==> src/rtl/mem_arbiter_if.sv <==
// Shared-bus arbiter interface: cpu ins/data ports, debug write port
// and the single-port memory bus, bundled with arbiter/environment views.
interface mem_arbiter_if #(
  parameter int AW = 16,
  parameter int DW = 16
);
  logic          dbg_we;
  logic [AW-1:0] dbg_waddr;
  logic [DW-1:0] dbg_wdata;

  logic          ins_rd_req;
  logic [AW-1:0] ins_rd_addr;
  logic          ins_rd_rdy;
  logic [DW-1:0] ins_rd_data;

  logic          dat_rd_req;
  logic          dat_wr_req;
  logic [AW-1:0] dat_rw_addr;
  logic [DW-1:0] dat_wr_data;
  logic          dat_rd_rdy;
  logic          dat_wr_rdy;
  logic [DW-1:0] dat_rd_data;

  logic [AW-1:0] mem_addr;
  logic [DW-1:0] mem_wdata;
  logic          mem_we;
  logic          mem_re;
  logic [DW-1:0] mem_rdata;

  // Arbiter side
  modport slave (
    input  dbg_we, dbg_waddr, dbg_wdata,
    input  ins_rd_req, ins_rd_addr,
    output ins_rd_rdy, ins_rd_data,
    input  dat_rd_req, dat_wr_req,
    input  dat_rw_addr, dat_wr_data,
    output dat_rd_rdy, dat_wr_rdy, dat_rd_data,
    output mem_addr, mem_wdata,
    output mem_we, mem_re,
    input  mem_rdata
  );

  // Requesters plus memory side
  modport master (
    output dbg_we, dbg_waddr, dbg_wdata,
    output ins_rd_req, ins_rd_addr,
    input  ins_rd_rdy, ins_rd_data,
    output dat_rd_req, dat_wr_req,
    output dat_rw_addr, dat_wr_data,
    input  dat_rd_rdy, dat_wr_rdy, dat_rd_data,
    input  mem_addr, mem_wdata,
    input  mem_we, mem_re,
    output mem_rdata
  );
endinterface

==> src/rtl/mem_arbiter.sv <==
// Single-port memory arbiter: debug writes first, then round-robin
// between cpu instruction and data ports; rdy/data one cycle after grant.
module mem_arbiter #(
  parameter int AW = 16,
  parameter int DW = 16
) (
  input  logic clk,
  input  logic reset_n,
  mem_arbiter_if.slave io
);

  logic          ins_rdy_q;
  logic          dat_rd_rdy_q;
  logic          dat_wr_rdy_q;
  logic [DW-1:0] ins_hold_q;
  logic [DW-1:0] dat_hold_q;
  logic          last_dat_q;
  logic          last_dat_d;

  logic          ins_elig;
  logic          dat_req;
  logic          dat_elig;
  logic          dat_busy;
  logic          gnt_dbg;
  logic          gnt_ins;
  logic          gnt_dat;

  logic [AW-1:0] bus_addr;
  logic [DW-1:0] bus_wdata;
  logic          bus_we;
  logic          bus_re;

  // A port granted last cycle is in its rdy cycle and must not re-win
  always_comb begin
    dat_req  = io.dat_rd_req | io.dat_wr_req;
    dat_busy = dat_rd_rdy_q | dat_wr_rdy_q;
    ins_elig = io.ins_rd_req & ~ins_rdy_q;
    dat_elig = dat_req & ~dat_busy;
  end

  // Grant: debug, then round-robin; nothing while reset is held
  always_comb begin
    gnt_dbg = 1'b0;
    gnt_ins = 1'b0;
    gnt_dat = 1'b0;
    if (!reset_n) begin
      gnt_dbg = 1'b0;
    end else if (io.dbg_we) begin
      gnt_dbg = 1'b1;
    end else if (ins_elig && dat_elig) begin
      gnt_ins = last_dat_q;
      gnt_dat = ~last_dat_q;
    end else begin
      gnt_ins = ins_elig;
      gnt_dat = dat_elig;
    end
  end

  // Round-robin pointer only moves on cpu grants
  always_comb begin
    last_dat_d = last_dat_q;
    unique case (1'b1)
      gnt_ins: last_dat_d = 1'b0;
      gnt_dat: last_dat_d = 1'b1;
      default: last_dat_d = last_dat_q;
    endcase
  end

  // Bus mux; idle cycles still drive the data port to avoid X
  always_comb begin
    bus_addr  = io.dat_rw_addr;
    bus_wdata = io.dat_wr_data;
    bus_we    = 1'b0;
    bus_re    = 1'b0;
    unique case (1'b1)
      gnt_dbg: begin
        bus_addr  = io.dbg_waddr;
        bus_wdata = io.dbg_wdata;
        bus_we    = 1'b1;
      end
      gnt_ins: begin
        bus_addr = io.ins_rd_addr;
        bus_re   = 1'b1;
      end
      gnt_dat: begin
        bus_we = io.dat_wr_req;
        bus_re = ~io.dat_wr_req;
      end
      default: begin
        bus_we = 1'b0;
        bus_re = 1'b0;
      end
    endcase
  end

  // Completion flags; a simultaneous rd+wr is served as a write
  always_ff @(posedge clk or negedge reset_n) begin
    if (!reset_n) begin
      ins_rdy_q    <= 1'b0;
      dat_rd_rdy_q <= 1'b0;
      dat_wr_rdy_q <= 1'b0;
      last_dat_q   <= 1'b1;
    end else begin
      ins_rdy_q    <= gnt_ins;
      dat_rd_rdy_q <= gnt_dat & ~io.dat_wr_req;
      dat_wr_rdy_q <= gnt_dat & io.dat_wr_req;
      last_dat_q   <= last_dat_d;
    end
  end

  // Capture read data at the end of each rdy cycle
  always_ff @(posedge clk or negedge reset_n) begin
    if (!reset_n) begin
      ins_hold_q <= '0;
      dat_hold_q <= '0;
    end else begin
      if (ins_rdy_q) ins_hold_q <= io.mem_rdata;
      if (dat_rd_rdy_q) dat_hold_q <= io.mem_rdata;
    end
  end

  assign io.mem_addr    = bus_addr;
  assign io.mem_wdata   = bus_wdata;
  assign io.mem_we      = bus_we;
  assign io.mem_re      = bus_re;
  assign io.ins_rd_rdy  = ins_rdy_q;
  assign io.dat_rd_rdy  = dat_rd_rdy_q;
  assign io.dat_wr_rdy  = dat_wr_rdy_q;
  assign io.ins_rd_data = ins_rdy_q ? io.mem_rdata : ins_hold_q;
  assign io.dat_rd_data = dat_rd_rdy_q ? io.mem_rdata : dat_hold_q;

endmodule

==> src/flat_wrapper.sv <==
// flat-port wrapper written by rule: the top's interface ports become plain ports
module mem_arbiter_flat 
#(
  parameter int AW = 16,
  parameter int DW = 16
)
  (clk, reset_n, io_dbg_we, io_dbg_waddr, io_dbg_wdata, io_ins_rd_req, io_ins_rd_addr, io_ins_rd_rdy, io_ins_rd_data, io_dat_rd_req, io_dat_wr_req, io_dat_rw_addr, io_dat_wr_data, io_dat_rd_rdy, io_dat_wr_rdy, io_dat_rd_data, io_mem_addr, io_mem_wdata, io_mem_we, io_mem_re, io_mem_rdata);
  mem_arbiter_if #(.AW(AW), .DW(DW)) io_i ();
  input  logic clk;
  input  logic reset_n;
  input wire logic [$bits(io_i.dbg_we)-1:0] io_dbg_we;
  input wire logic [$bits(io_i.dbg_waddr)-1:0] io_dbg_waddr;
  input wire logic [$bits(io_i.dbg_wdata)-1:0] io_dbg_wdata;
  input wire logic [$bits(io_i.ins_rd_req)-1:0] io_ins_rd_req;
  input wire logic [$bits(io_i.ins_rd_addr)-1:0] io_ins_rd_addr;
  output wire logic [$bits(io_i.ins_rd_rdy)-1:0] io_ins_rd_rdy;
  output wire logic [$bits(io_i.ins_rd_data)-1:0] io_ins_rd_data;
  input wire logic [$bits(io_i.dat_rd_req)-1:0] io_dat_rd_req;
  input wire logic [$bits(io_i.dat_wr_req)-1:0] io_dat_wr_req;
  input wire logic [$bits(io_i.dat_rw_addr)-1:0] io_dat_rw_addr;
  input wire logic [$bits(io_i.dat_wr_data)-1:0] io_dat_wr_data;
  output wire logic [$bits(io_i.dat_rd_rdy)-1:0] io_dat_rd_rdy;
  output wire logic [$bits(io_i.dat_wr_rdy)-1:0] io_dat_wr_rdy;
  output wire logic [$bits(io_i.dat_rd_data)-1:0] io_dat_rd_data;
  output wire logic [$bits(io_i.mem_addr)-1:0] io_mem_addr;
  output wire logic [$bits(io_i.mem_wdata)-1:0] io_mem_wdata;
  output wire logic [$bits(io_i.mem_we)-1:0] io_mem_we;
  output wire logic [$bits(io_i.mem_re)-1:0] io_mem_re;
  input wire logic [$bits(io_i.mem_rdata)-1:0] io_mem_rdata;
  assign io_i.dbg_we = io_dbg_we;
  assign io_i.dbg_waddr = io_dbg_waddr;
  assign io_i.dbg_wdata = io_dbg_wdata;
  assign io_i.ins_rd_req = io_ins_rd_req;
  assign io_i.ins_rd_addr = io_ins_rd_addr;
  assign io_ins_rd_rdy = io_i.ins_rd_rdy;
  assign io_ins_rd_data = io_i.ins_rd_data;
  assign io_i.dat_rd_req = io_dat_rd_req;
  assign io_i.dat_wr_req = io_dat_wr_req;
  assign io_i.dat_rw_addr = io_dat_rw_addr;
  assign io_i.dat_wr_data = io_dat_wr_data;
  assign io_dat_rd_rdy = io_i.dat_rd_rdy;
  assign io_dat_wr_rdy = io_i.dat_wr_rdy;
  assign io_dat_rd_data = io_i.dat_rd_data;
  assign io_mem_addr = io_i.mem_addr;
  assign io_mem_wdata = io_i.mem_wdata;
  assign io_mem_we = io_i.mem_we;
  assign io_mem_re = io_i.mem_re;
  assign io_i.mem_rdata = io_mem_rdata;
  mem_arbiter #(.AW(AW), .DW(DW)) u_core (.clk(clk), .reset_n(reset_n), .io(io_i));
endmodule
==> config.mk <==
export PLATFORM = sky130hd
export DESIGN_NAME = mem_arbiter_flat
export DESIGN_NICKNAME = d
export VERILOG_FILES = /design/src/rtl/mem_arbiter_if.sv /design/src/rtl/mem_arbiter.sv /design/src/flat_wrapper.sv
export SDC_FILE = /design/constraint.sdc
export NUM_CORES = 1
export LEC_CHECK = 0
export ABC_CLOCK_PERIOD_IN_PS = 5280
export BUFFER_PORTS_ARGS = -buffer_cell sky130_fd_sc_hd__buf_2
export CAP_MARGIN = 30
export CELL_PAD_IN_SITES_DETAIL_PLACEMENT = 0
export CELL_PAD_IN_SITES_GLOBAL_PLACEMENT = 2
export CORE_ASPECT_RATIO = 0.9
export CORE_MARGIN = 10
export CORE_UTILIZATION = 22
export CTS_BUF_LIST = sky130_fd_sc_hd__clkbuf_4 sky130_fd_sc_hd__clkbuf_8
export DETAILED_ROUTE_END_ITERATION = 8
export HOLD_SLACK_MARGIN = 0.03
export PLACE_DENSITY = 0.86
export SYNTH_ARGS = -nofsm -noshare
export SYNTH_HDL_FRONTEND = slang
export SYNTH_SLANG_ARGS = --single-unit
export TNS_END_PERCENT = 100
==> constraint.sdc <==
create_clock -name clk -period 5.28 [get_ports clk]
set_input_delay 0.528 -clock clk [delete_from_list [all_inputs] [get_ports clk]]
set_output_delay 0.528 -clock clk [all_outputs]
set_load 0.01 [all_outputs]
# Yosys cells after proc, flatten, opt, wreduce, memory -nomap -nowiden
# Cells that the tools add are included.
[classes]
muxes = 15
n_bitwise = 10
reduce_logical = 2
[ops]
columns = ["operator", "n"]
rows = [
  ["2-to-1 mux 16 bit", 3],
  ["case mux 16 bit (2 select lines)", 1],
  ["2-to-1 mux 1 bit", 8],
  ["case mux 1 bit (2 select lines)", 3],
  ["AND 1 bit", 4],
  ["inverter 1 bit", 4],
  ["OR 1 bit", 2],
  ["nonzero test 2 bit", 1],
  ["logical AND 1 bit", 1],
]
[totals]
regBits = 36
inputBits = 102

# Longest topological paths before layout
# Gate-level depths: netlist (run 1).
[depth]
depth_word = 8
mapped_depth = 7
mapped_depth_nobuf = 3

# Least setup slack after synthesis (run 1)
# No wires, ideal clock.
[synth_timing]
path_kind = "register to output"
start = "reg u_core.dat_rd_rdy_q (netlist: u_core.io.dat_rd_rdy)"
end = "out io_mem_we"
path_stages_with_launch = 6
setup_slack_ns = 3.120
path_buffers = 2
t_required_ns = 4.752
arrival_time_ns = 1.632
cell_sequence = "dfrtp_1 -> buf_6 -> or2_1 -> buf_6 -> or4_4 -> o21ai_2"
[synth_via]
elab_chain_len = 8
[synth_rtl]
columns = ["item", "line", "source"]
rows = [
  ["start, declared", "mem_arbiter.sv:13", "logic dat_rd_rdy_q;"],
  ["start signal, assigned", "mem_arbiter.sv:105", "dat_rd_rdy_q <= gnt_dat & ~io.dat_wr_req;"],
  ["OR 1 bit (*)", "mem_arbiter.sv:36", "dat_busy = dat_rd_rdy_q | dat_wr_rdy_q;"],
  ["inverter 1 bit (*)", "mem_arbiter.sv:38", "dat_elig = dat_req & ~dat_busy;"],
  ["AND 1 bit (*)", "mem_arbiter.sv:38", ""],
  ["logical AND 1 bit", "mem_arbiter.sv:50", "end else if (ins_elig && dat_elig) begin"],
  ["2-to-1 mux 1 bit (*)", "mem_arbiter.sv:50", ""],
  ["2-to-1 mux 1 bit (*)", "mem_arbiter.sv:48", "end else if (io.dbg_we) begin"],
  ["2-to-1 mux 1 bit (*)", "mem_arbiter.sv:46", "if (!reset_n) begin"],
  ["case mux 1 bit (2 select lines) (*)", "mem_arbiter.sv:75", "unique case (1'b1)"],
  ["end, declared", "flat_wrapper.sv:27", "output wire logic [$bits(io_i.mem_we)-1:0] io_mem_we;"],
]
# Mark *: on every way between the ends. The rest lies on a longest branch, timed or not.

# Worst setup path in the final report (run 1)
[layout_timing]
start = "reg u_core.ins_rdy_q (netlist: u_core.io.ins_rd_rdy)"
end = "out io_mem_re"
[layout_via]
elab_chain_len = 7
[layout_rtl]
columns = ["item", "line", "source"]
rows = [
  ["start, declared", "mem_arbiter.sv:12", "logic ins_rdy_q;"],
  ["start signal, assigned", "mem_arbiter.sv:104", "ins_rdy_q <= gnt_ins;"],
  ["inverter 1 bit (*)", "mem_arbiter.sv:37", "ins_elig = io.ins_rd_req & ~ins_rdy_q;"],
  ["AND 1 bit (*)", "mem_arbiter.sv:37", ""],
  ["logical AND 1 bit", "mem_arbiter.sv:50", ""],
  ["2-to-1 mux 1 bit", "mem_arbiter.sv:50", ""],
  ["2-to-1 mux 1 bit", "mem_arbiter.sv:48", ""],
  ["2-to-1 mux 1 bit", "mem_arbiter.sv:46", ""],
  ["case mux 1 bit (2 select lines) (*)", "mem_arbiter.sv:75", ""],
  ["end, declared", "flat_wrapper.sv:28", "output wire logic [$bits(io_i.mem_re)-1:0] io_mem_re;"],
]
# Marks and branches as above.

==> flow_summary.toml, run 1 <==
[run_status]
status = "finished clean"

[critical_path]
cp.required_ns = 4.75
worst_path_max_delay_cell = "nor4bb_4"
end_kind = "primary output"
crit_path_cell_trace = "nor4bb_4, o31a_1, o21bai_4, buf_2"
crit_type = "flip-flop to primary output"
worst_r2r_path_depth = 2
critical_path_peak_fanout = 19
start_kind = "flip-flop"
cp.arrival_ns = 3.17
cp_slowest_stage_delay_ns = 0.93

[synthesis]
synth_area_sq_um = 2080
synth_xor_area_frac = 0
yosysSeqAreaShare = 0.433
synth_fp_nets = 318
synthCells = 216
synth.area.top_cells = "dfrtp_1 (42%), mux2_2 (17%), nand2_1 (15%), o311ai_1 (6.3%), o211ai_2 (4.8%)"
synth_common_cells = "nand2_1 (81), dfrtp_1 (35), mux2_2 (32)"
synth_top_area_cell = "dfrtp_1"
synth_cell_types = 24
synthAdderAreaFrac = 0
synthArstFlopShare = 1.00
yosys.area_share.simple = 0.175
ys_seq_elements = 36
synthMuxAreaShare = 0.173
synth_compound_area_frac = 0.164
synth.top_cell.area_share = 0.420
synth-edff-count = 0
yosysWarnings = 0
synth_top_family_by_area = "simple AND/OR/NAND/NOR gates"
yosysMostFrequentCell = "nand2_1"
synth_flop_cell = "dfrtp_1"
synth_area_per_cell_sq_um = 9.65

[layout]
multiInputGateArea_sq_um = 1080
nNetsFinal = 479
area_delta_synth_final_pct = 50.1
drive_above_1_share = 0.601
fill_cells = 979
fin_cells = 500
antennaDiodeCount = 0
seqCellArea_sq_um = 902

[drt]
drc_errors = 0
vias = 2195
viasPerCell = 4.39
drtAntennaViolNets = 0
drt-total-wl_um = 8240
firstDrtPassIters = 4
wl_per_cell_um = 16.5
drt_iter0_markers = 117

[floorplanning]
pin_count = 171
placement_rows = 33
die-area_sq_um = 13800
die_h_um = 112
start_util = 0.227
die_w_um = 123
core_sq_um = 9170

[clocking]
clkTransAtPathRegs_ns = 0.07
hold_buffers = 0
ctsResizeCount = 0
htreeDepth = 2
cts_buffers = 5
cts_tree = "built"
clock_sinks = 36
cts_setup_buffers = 0
clkLatencyLatePin_ns = 0.28
cts.path.max_buffers = 2
cts_root_buf = "clkbuf_8"

[pwr]
cell_internal_pwr_uw = 651
leakagePower_nw = 1.66
vdd.ir_drop.worst_uv = 132
p_per_area_nw_per_um2 = 308
power_frac_clock = 0.211
swShare = 0.324
p_total_uw = 963
pwr-share-seq = 0.404
p_comb_frac = 0.385
p_switching_uw = 312

[sta]
max_freq_ghz = 0.270
fin_tns_setup_ns = 0
rsz0062_at_grt = "no"
setup_violations = 0
final_max_slew_viol_count = 0
layout_min_cycle_time_ns = 3.70
finalHoldWorstSlack_ns = 0.288
setup_slack_ns = 1.58
min_period_over_period = 0.701
max_slew_margin = 0.387
skew_ns = 0.00672
tightest_slew_ns = 0.918
hold_viol = 0

[grt]
grt_max_degree = 41
grt_pass1_wl_um = 13000
gr-total-overflow = 0
grtUsageTotal = 0.116
antenna_found_initial = 1
grt_pass1_vias = 2412

[place]
placed_cells = 491
place.gp.congestion = 0.737
numPortBuffers = 170
pre_cts_ws_ns = 1.59
hpwl_um = 6730

[worst_hold_path]
hold_path.class = "input port to async pin"

[job]
drv_cap = 0
==> sequential cells by signal, indices dropped and copies added, names as in the netlist <==
register              flops
u_core.io.dat_wr_rdy      1
u_core.ins_hold_q        16
u_core.io.dat_rd_rdy      1
u_core.io.ins_rd_rdy      1
u_core.last_dat_q         1
u_core.dat_hold_q        16
==> power groups by stage <==
| stage | clock network [mW] | registers, mW | logic (mW) |
|---|---|---|---|
| 5_1_grt | 0.224 | 0.400 | 0.408 |
| 3_3_place_gp | 0 | 0.389 | 0.374 |
| 6_report | 0.203 | 0.389 | 0.371 |
| 3_5_place_dp | 0 | 0.395 | 0.379 |
| 4_1_cts | 0.214 | 0.390 | 0.380 |
| 2_1_floorplan | 0 | 0.374 | 0.215 |
==> worst max-delay path: cells and delay by family (launching register included) <==
kind,cells,cell delay [ns]
DFF,1,0.70
buffers and inverters,1,0.14
and+or+nand+nor,1,0.93
AOI/OAI and AO/OA,2,1.12
==> cells in the final DEF, fill, tap and decap left out, types with 3 or more instances in the layout <==
master,n
buf_2,170
buf_4,3
clkbuf_8,6
dfrtp_1,35
mux2_2,32
nand2_1,81
nor2_1,3
o211ai_1,8
o211ai_2,8
o311ai_1,15
==> layer usage <==
| layer | part of all wire | GRT usage | up-vias | wire [um] |
|---|---|---|---|---|
| li1 | - | - | 1074 | - |
| met1 | 0.40 | 0.133 | 1024 | 3280 |
| met2 | 0.50 | 0.199 | 84 | 4140 |
| met3 | 0.082 | 0.0411 | 11 | 675 |
| met4 | 0.016 | 0.0330 | 2 | 131 |
| met5 | 0.0016 | 0 | - | 13 |
==> through the flow <==
step,util,cell area (sq um)
3_5_place_dp,0.330,3020
2_1_floorplan,-,2080
3_3_place_gp,0.328,3010
5_1_grt,0.341,3130
4_1_cts,0.341,3120
6_report,0.341,3130
==> final timing paths <==
check	start	endpoint	slack (ns)
worst max-delay path	u_core.io.ins_rd_rdy	io_mem_re	1.58
worst min-delay path	reset_n	u_core.ins_hold_q[10]	0.29
worst max register to register	u_core.io.ins_rd_rdy	u_core.io.ins_rd_rdy	2.61
worst min register to register	u_core.dat_hold_q[14]	u_core.dat_hold_q[14]	0.49
max in group asynchronous	reset_n	u_core.last_dat_q	4.64
min in group clk	io_dat_wr_req	u_core.io.dat_rd_rdy	0.47
==> kinds of logic after synthesis <==
family	count (synthesis)
AND/OR/NAND/NOR	90
multiplexers	32
AO/OA/AOI/OAI	36
buffers and inverters	22
flip-flops	36
==> layout make-up <==
cell class              count  area share
inverters                   2     0.00240
well taps                 122      0.0488
clock buffers               8      0.0312
flip-flops and latches     36       0.288
multi-input cells         158       0.345
repair buffers            174       0.284
Note: power is estimated with default switching activity, not from simulation.
==> run 2, diff against run 1 <==
--- a/config.mk
+++ b/config.mk
@@ -5,18 +5,18 @@
 export SDC_FILE = /design/constraint.sdc
 export NUM_CORES = 1
 export LEC_CHECK = 0
-export ABC_CLOCK_PERIOD_IN_PS = 5280
+export ABC_CLOCK_PERIOD_IN_PS = 3100
 export BUFFER_PORTS_ARGS = -buffer_cell sky130_fd_sc_hd__buf_2
 export CAP_MARGIN = 30
 export CELL_PAD_IN_SITES_DETAIL_PLACEMENT = 0
 export CELL_PAD_IN_SITES_GLOBAL_PLACEMENT = 2
 export CORE_ASPECT_RATIO = 0.9
 export CORE_MARGIN = 10
-export CORE_UTILIZATION = 22
+export CORE_UTILIZATION = 19
 export CTS_BUF_LIST = sky130_fd_sc_hd__clkbuf_4 sky130_fd_sc_hd__clkbuf_8
 export DETAILED_ROUTE_END_ITERATION = 8
 export HOLD_SLACK_MARGIN = 0.03
-export PLACE_DENSITY = 0.86
+export PLACE_DENSITY = 0.78
 export SYNTH_ARGS = -nofsm -noshare
 export SYNTH_HDL_FRONTEND = slang
 export SYNTH_SLANG_ARGS = --single-unit
==> constraint.sdc (replaced) <==
create_clock -name clk -period 3.1 [get_ports clk]
set_input_delay 0.31 -clock clk [delete_from_list [all_inputs] [get_ports clk]]
set_output_delay 0.31 -clock clk [all_outputs]
set_load 0.01 [all_outputs]
==> run 2 against run 1 <==
Total power is 71% higher. Final area is 1.2% higher. Sequential share of layout area is 0.34 points lower. Sequential power is 68% higher. Clock power is 72% higher. Count of clock-buffer cells in the layout is 1 lower. Register-to-register slack worse by 1.2 ns. Hold slack worse by 0.18 ns. Non-clock buffer count is 4 higher. First-iteration DRC count is 41% lower. Largest power group unchanged.
==> flow_summary.toml, run 2 (same netlist as run 1, synthesis figures left out) <==
[sta]
setup_violations = 0
rsz0062_at_grt = "no"
layout_min_cycle_time_ns = 2.54
fin_tns_setup_ns = 0
final_max_slew_viol_count = 0
skew_ns = 0.00328
min_period_over_period = 0.818
max_slew_margin = 0.375
max_freq_ghz = 0.394
hold_viol = 0
tightest_slew_ns = 0.936

[critical_path]
cp.required_ns = 2.79
critPathLaunch = "u_core.io.dat_wr_rdy"
cp.arrival_ns = 2.23
cp_slowest_stage_delay_ns = 0.50
worst_path_max_delay_cell = "o31a_1"
r2r_setup_slack_ns = 1.37
end_kind = "primary output"
regToRegEndpoint = "u_core.io.ins_rd_rdy"
worst_r2r_path_depth = 3
critical_path_peak_fanout = 18
crit_type = "flip-flop to primary output"
start_kind = "flip-flop"
r2r_start = "u_core.io.dat_wr_rdy"
crit_path_cell_trace = "or2_1, o31a_1, buf_4, o211ai_1, buf_2"

[drt]
drt-total-wl_um = 8380
viasPerCell = 4.22
drtAntennaViolNets = 0
firstDrtPassIters = 4
vias = 2172
drt_iter0_markers = 69
wl_per_cell_um = 16.3
drc_errors = 0

[floorplanning]
placement_rows = 36
core_sq_um = 10800
pin_count = 171
start_util = 0.194
die_h_um = 119
die_w_um = 130
die-area_sq_um = 15600

[run_status]
status = "finished clean"

[clocking]
cts_setup_buffers = 0
ctsResizeCount = 0
clkLatencyLatePin_ns = 0.28
hold_buffers = 0
cts_root_buf = "clkbuf_8"
cts_tree = "built"
cts.path.max_buffers = 2
htreeDepth = 2
clock_sinks = 36
cts_buffers = 5
clkTransAtPathRegs_ns = 0.07

[worst_hold_path]
hold_path.class = "input port to async pin"

[pwr]
p_per_area_nw_per_um2 = 520
vdd.ir_drop.worst_uv = 148
leakagePower_nw = 1.68
p_total_mw = 1.65

[grt]
gr-total-overflow = 0
grt_pass1_wl_um = 12400
grt_pass1_vias = 2300
antenna_found_initial = 1
grt_max_degree = 39
grtUsageTotal = 0.0999

[layout]
fill_cells = 1142
layout_commonest_cell = "buf_2"
largestRegisters = "u_core.dat_hold_q x16, u_core.ins_hold_q x16"
area_delta_synth_final_pct = 51.9
layout_common_cells = "buf_2 (170), nand2_1 (81), dfrtp_1 (35)"
nNetsFinal = 483
drive_above_1_share = 0.604

[place]
place.gp.congestion = 0.719
hpwl_um = 6870
numPortBuffers = 170

[job]
drv_cap = 0
==> run 2: how the worst max path moves through the flow <==
stage                 endpoint  slack, ns  cells past startpoint
6_report       io_mem_addr[10]       0.56                      5
5_1_grt        io_mem_addr[10]       0.40                      5
4_1_cts        io_mem_addr[10]       0.54                      5
3_5_place_dp         io_mem_re       0.82                      7
3_3_place_gp         io_mem_re       0.83                      7
2_1_floorplan        io_mem_we       1.16                      5
==> run 2: layout make-up <==
cell class	count	area [sq um]	area share
Sequential cell	36	902	0.285
Timing Repair Buffer	178	911	0.288
Antenna cell	1	2.50	0.000790
Multi-Input combinational cell	158	1080	0.341
Clock buffer	7	96.3	0.0304
Inverter	2	7.51	0.00237
Tap cell	133	166	0.0525
==> run 2: report_power, final <==
group,total [mW],internal (mW),switching (mW)
sequential,0.655,0.607,0.0480
combinational,0.643,0.306,0.337
clock,0.350,0.198,0.152
==> run 2: stage by stage <==
| stage | hold WS [ns] | setup WS [ns] | cell area [sq um] | util | cells |
|---|---|---|---|---|---|
| after global routing | 0.151 | 0.402 | 3170 | 0.294 | 515 |
| after global placement | 0.431 | 0.830 | 3070 | 0.285 | 507 |
| final | 0.112 | 0.565 | 3170 | 0.294 | 515 |
| after floorplan | 0.0144 | 1.16 | 2080 | - | 216 |
| after CTS | 0.126 | 0.545 | 3160 | 0.294 | 514 |
| after detailed placement | 0.433 | 0.818 | 3070 | 0.285 | 507 |
==> run 2: critical path, delay by kind of cell (launching register included) <==
family / cells / cell delay (ns)
AO/OA/AOI/OAI: 2 / 0.68
AND/OR/NAND/NOR: 1 / 0.47
buffers and inverters: 2 / 0.40
flip-flops: 1 / 0.38
==> run 2: routing by layer <==
metal	track usage	part of all wire	vias up
li1	-	-	1080
met1	0.106	0.38	1004
met2	0.178	0.51	81
met3	0.0377	0.10	7
met4	0.0319	0.011	0
met5	0	0	-
==> run 3, diff against run 2 <==
--- a/config.mk
+++ b/config.mk
@@ -5,7 +5,7 @@
 export SDC_FILE = /design/constraint.sdc
 export NUM_CORES = 1
 export LEC_CHECK = 0
-export ABC_CLOCK_PERIOD_IN_PS = 3100
+export ABC_CLOCK_PERIOD_IN_PS = 2150
 export BUFFER_PORTS_ARGS = -buffer_cell sky130_fd_sc_hd__buf_2
 export CAP_MARGIN = 30
 export CELL_PAD_IN_SITES_DETAIL_PLACEMENT = 0
==> constraint.sdc (replaced) <==
create_clock -name clk -period 2.15 [get_ports clk]
set_input_delay 0.215 -clock clk [delete_from_list [all_inputs] [get_ports clk]]
set_output_delay 0.215 -clock clk [all_outputs]
set_load 0.01 [all_outputs]
==> run 3 against run 2 <==
Non-clock buffer count rose by 6. Via count grew 2.3%. Clock power grew 84%. Die area unchanged. Clock skew increased by 0.0020 ns. Critical path depth shrank 1. Core utilization is 0.86 points higher. Largest cell class unchanged. Largest power group is now combinational logic. Highest routed layer unchanged.
==> flow_summary.toml, run 3 (same netlist as run 1, synthesis figures left out) <==
[layout]
fill_cells = 1129
nNetsFinal = 489
multiInputGateArea_sq_um = 1090
largestRegisters = "u_core.dat_hold_q x16, u_core.ins_hold_q x16"
drive_above_1_share = 0.613
layout_commonest_cell = "buf_2"
area_delta_synth_final_pct = 56.4
layout_common_cells = "buf_2 (170), nand2_1 (81), dfrtp_1 (35)"
seqCellArea_sq_um = 902
finalInstanceArea_sq_um = 3260
antennaDiodeCount = 0
final_core_util = 0.303

[critical_path]
regToRegEndpoint = "u_core.last_dat_q"
r2r_setup_slack_ns = 0.74
worst_r2r_path_depth = 3
r2r_start = "u_core.io.dat_wr_rdy"
critical_path_peak_fanout = 5
cp.arrival_ns = 1.81
start_kind = "flip-flop"
end_kind = "primary output"
crit_type = "flip-flop to primary output"
cp.required_ns = 1.93

[pwr]
power_frac_clock = 0.254
p_switching_uw = 795
cell_internal_pwr_mw = 1.74
p_comb_frac = 0.380
leakagePower_nw = 1.72
vdd.ir_drop.worst_uv = 250
swShare = 0.314
p_total_mw = 2.53
p_per_area_nw_per_um2 = 777
pwr-share-seq = 0.366

[clocking]
cts_buffers = 5
clkTransAtPathRegs_ns = 0.07
clock_sinks = 36
cts_tree = "built"
clkLatencyLatePin_ns = 0.28
htreeDepth = 2
cts_root_buf = "clkbuf_8"
cts.path.max_buffers = 2

[run_status]
status = "finished clean"

[grt]
gr-total-overflow = 0
grt_pass1_vias = 2411
grtUsageTotal = 0.103
grt_pass1_wl_um = 12800
grt_max_degree = 34
antenna_found_initial = 0

[job]
drv_cap = 0

[sta]
max_slew_margin = 0.730
rsz0062_at_grt = "no"
hold_viol = 0
final_max_slew_viol_count = 0
min_period_over_period = 0.943
setup_slack_ns = 0.123
max_freq_ghz = 0.493
fin_tns_setup_ns = 0
tightest_slew_ns = 0.400
layout_min_cycle_time_ns = 2.03
skew_ns = 0.00523
setup_violations = 0

[drt]
drt_iter0_markers = 87
drc_errors = 0
firstDrtPassIters = 4
viasPerCell = 4.27
drtAntennaViolNets = 0
drt-total-wl_um = 8490
wl_per_cell_um = 16.3
vias = 2223

[place]
place.gp.congestion = 0.725
hpwl_um = 6940
place_area_sq_um = 3100
pre_cts_ws_ns = 0.386
numPortBuffers = 170

[floorplanning]
start_util = 0.194
pin_count = 171
core_sq_um = 10800
placement_rows = 36
die_h_um = 119
die_w_um = 130
die-area_sq_um = 15600

[worst_hold_path]
hold_path.class = "input port to async pin"
## run 3: power groups by stage
stage / clock (mW) / sequential (mW) / combinational, mW
global placement: 0 / 0.929 / 0.966
detailed placement: 0 / 0.942 / 0.979
finish: 0.643 / 0.928 / 0.963
CTS: 0.668 / 0.930 / 0.985
global route: 0.703 / 0.946 / 1.06
floorplan: 0 / 0.918 / 0.528
## run 3: area by class of cell
cell class / count / share of cell area
flip-flops and latches: 36 / 0.277
clock inverters: 1 / 0.00921
repair buffers: 184 / 0.296
inverters: 2 / 0.00230
multi-input cells: 158 / 0.335
well taps: 133 / 0.0511
clock buffers: 7 / 0.0296
## run 3: worst max-delay path by stage
| stage | startpoint | end | slack [ns] |
|---|---|---|---|
| floorplan | u_core.io.dat_rd_rdy | io_mem_we | 0.30 |
| global placement | u_core.io.dat_wr_rdy | io_mem_we | 0.43 |
| detailed placement | u_core.io.dat_wr_rdy | io_mem_addr[12] | 0.39 |
| CTS | u_core.io.dat_wr_rdy | io_mem_addr[12] | 0.07 |
| global route | u_core.io.dat_wr_rdy | io_mem_addr[15] | 0.006 |
| finish | u_core.io.dat_wr_rdy | io_mem_we | 0.12 |
## run 3: worst max-delay path, cell delays in order (launching register included)
cell and delay (ns):
dfrtp_1 0.38, or2_4 0.27, or4_4 0.58, o21ai_2 0.13, buf_2 0.16
## run 3: repair_timing
action	CTS	global route
endpoints found under the hold margin	3	0
hold buffers	1	0
endpoints found under the setup margin	0	16
resized for setup	0	4
buffers inserted	0	1
## run 3: metrics by stage
stage                     hold WS, ns  cells
final                          0.0537    521
after detailed placement       0.0498    511
after global placement         0.0519    511
after floorplan               -0.0806    216
after global routing           0.0778    521
after CTS                      0.0574    520
## run 3: metal layers
| metal | wire length (um) | vias to the layer above | track usage | share of wire |
|---|---|---|---|---|
| met2 | 4260 | 85 | 0.179 | 0.50 |
| met3 | 781 | 8 | 0.0373 | 0.092 |
| met5 | 0 | - | 0 | 0 |
| met4 | 138 | 0 | 0.0354 | 0.016 |
| li1 | - | 1095 | - | - |
| met1 | 3310 | 1035 | 0.113 | 0.39 |
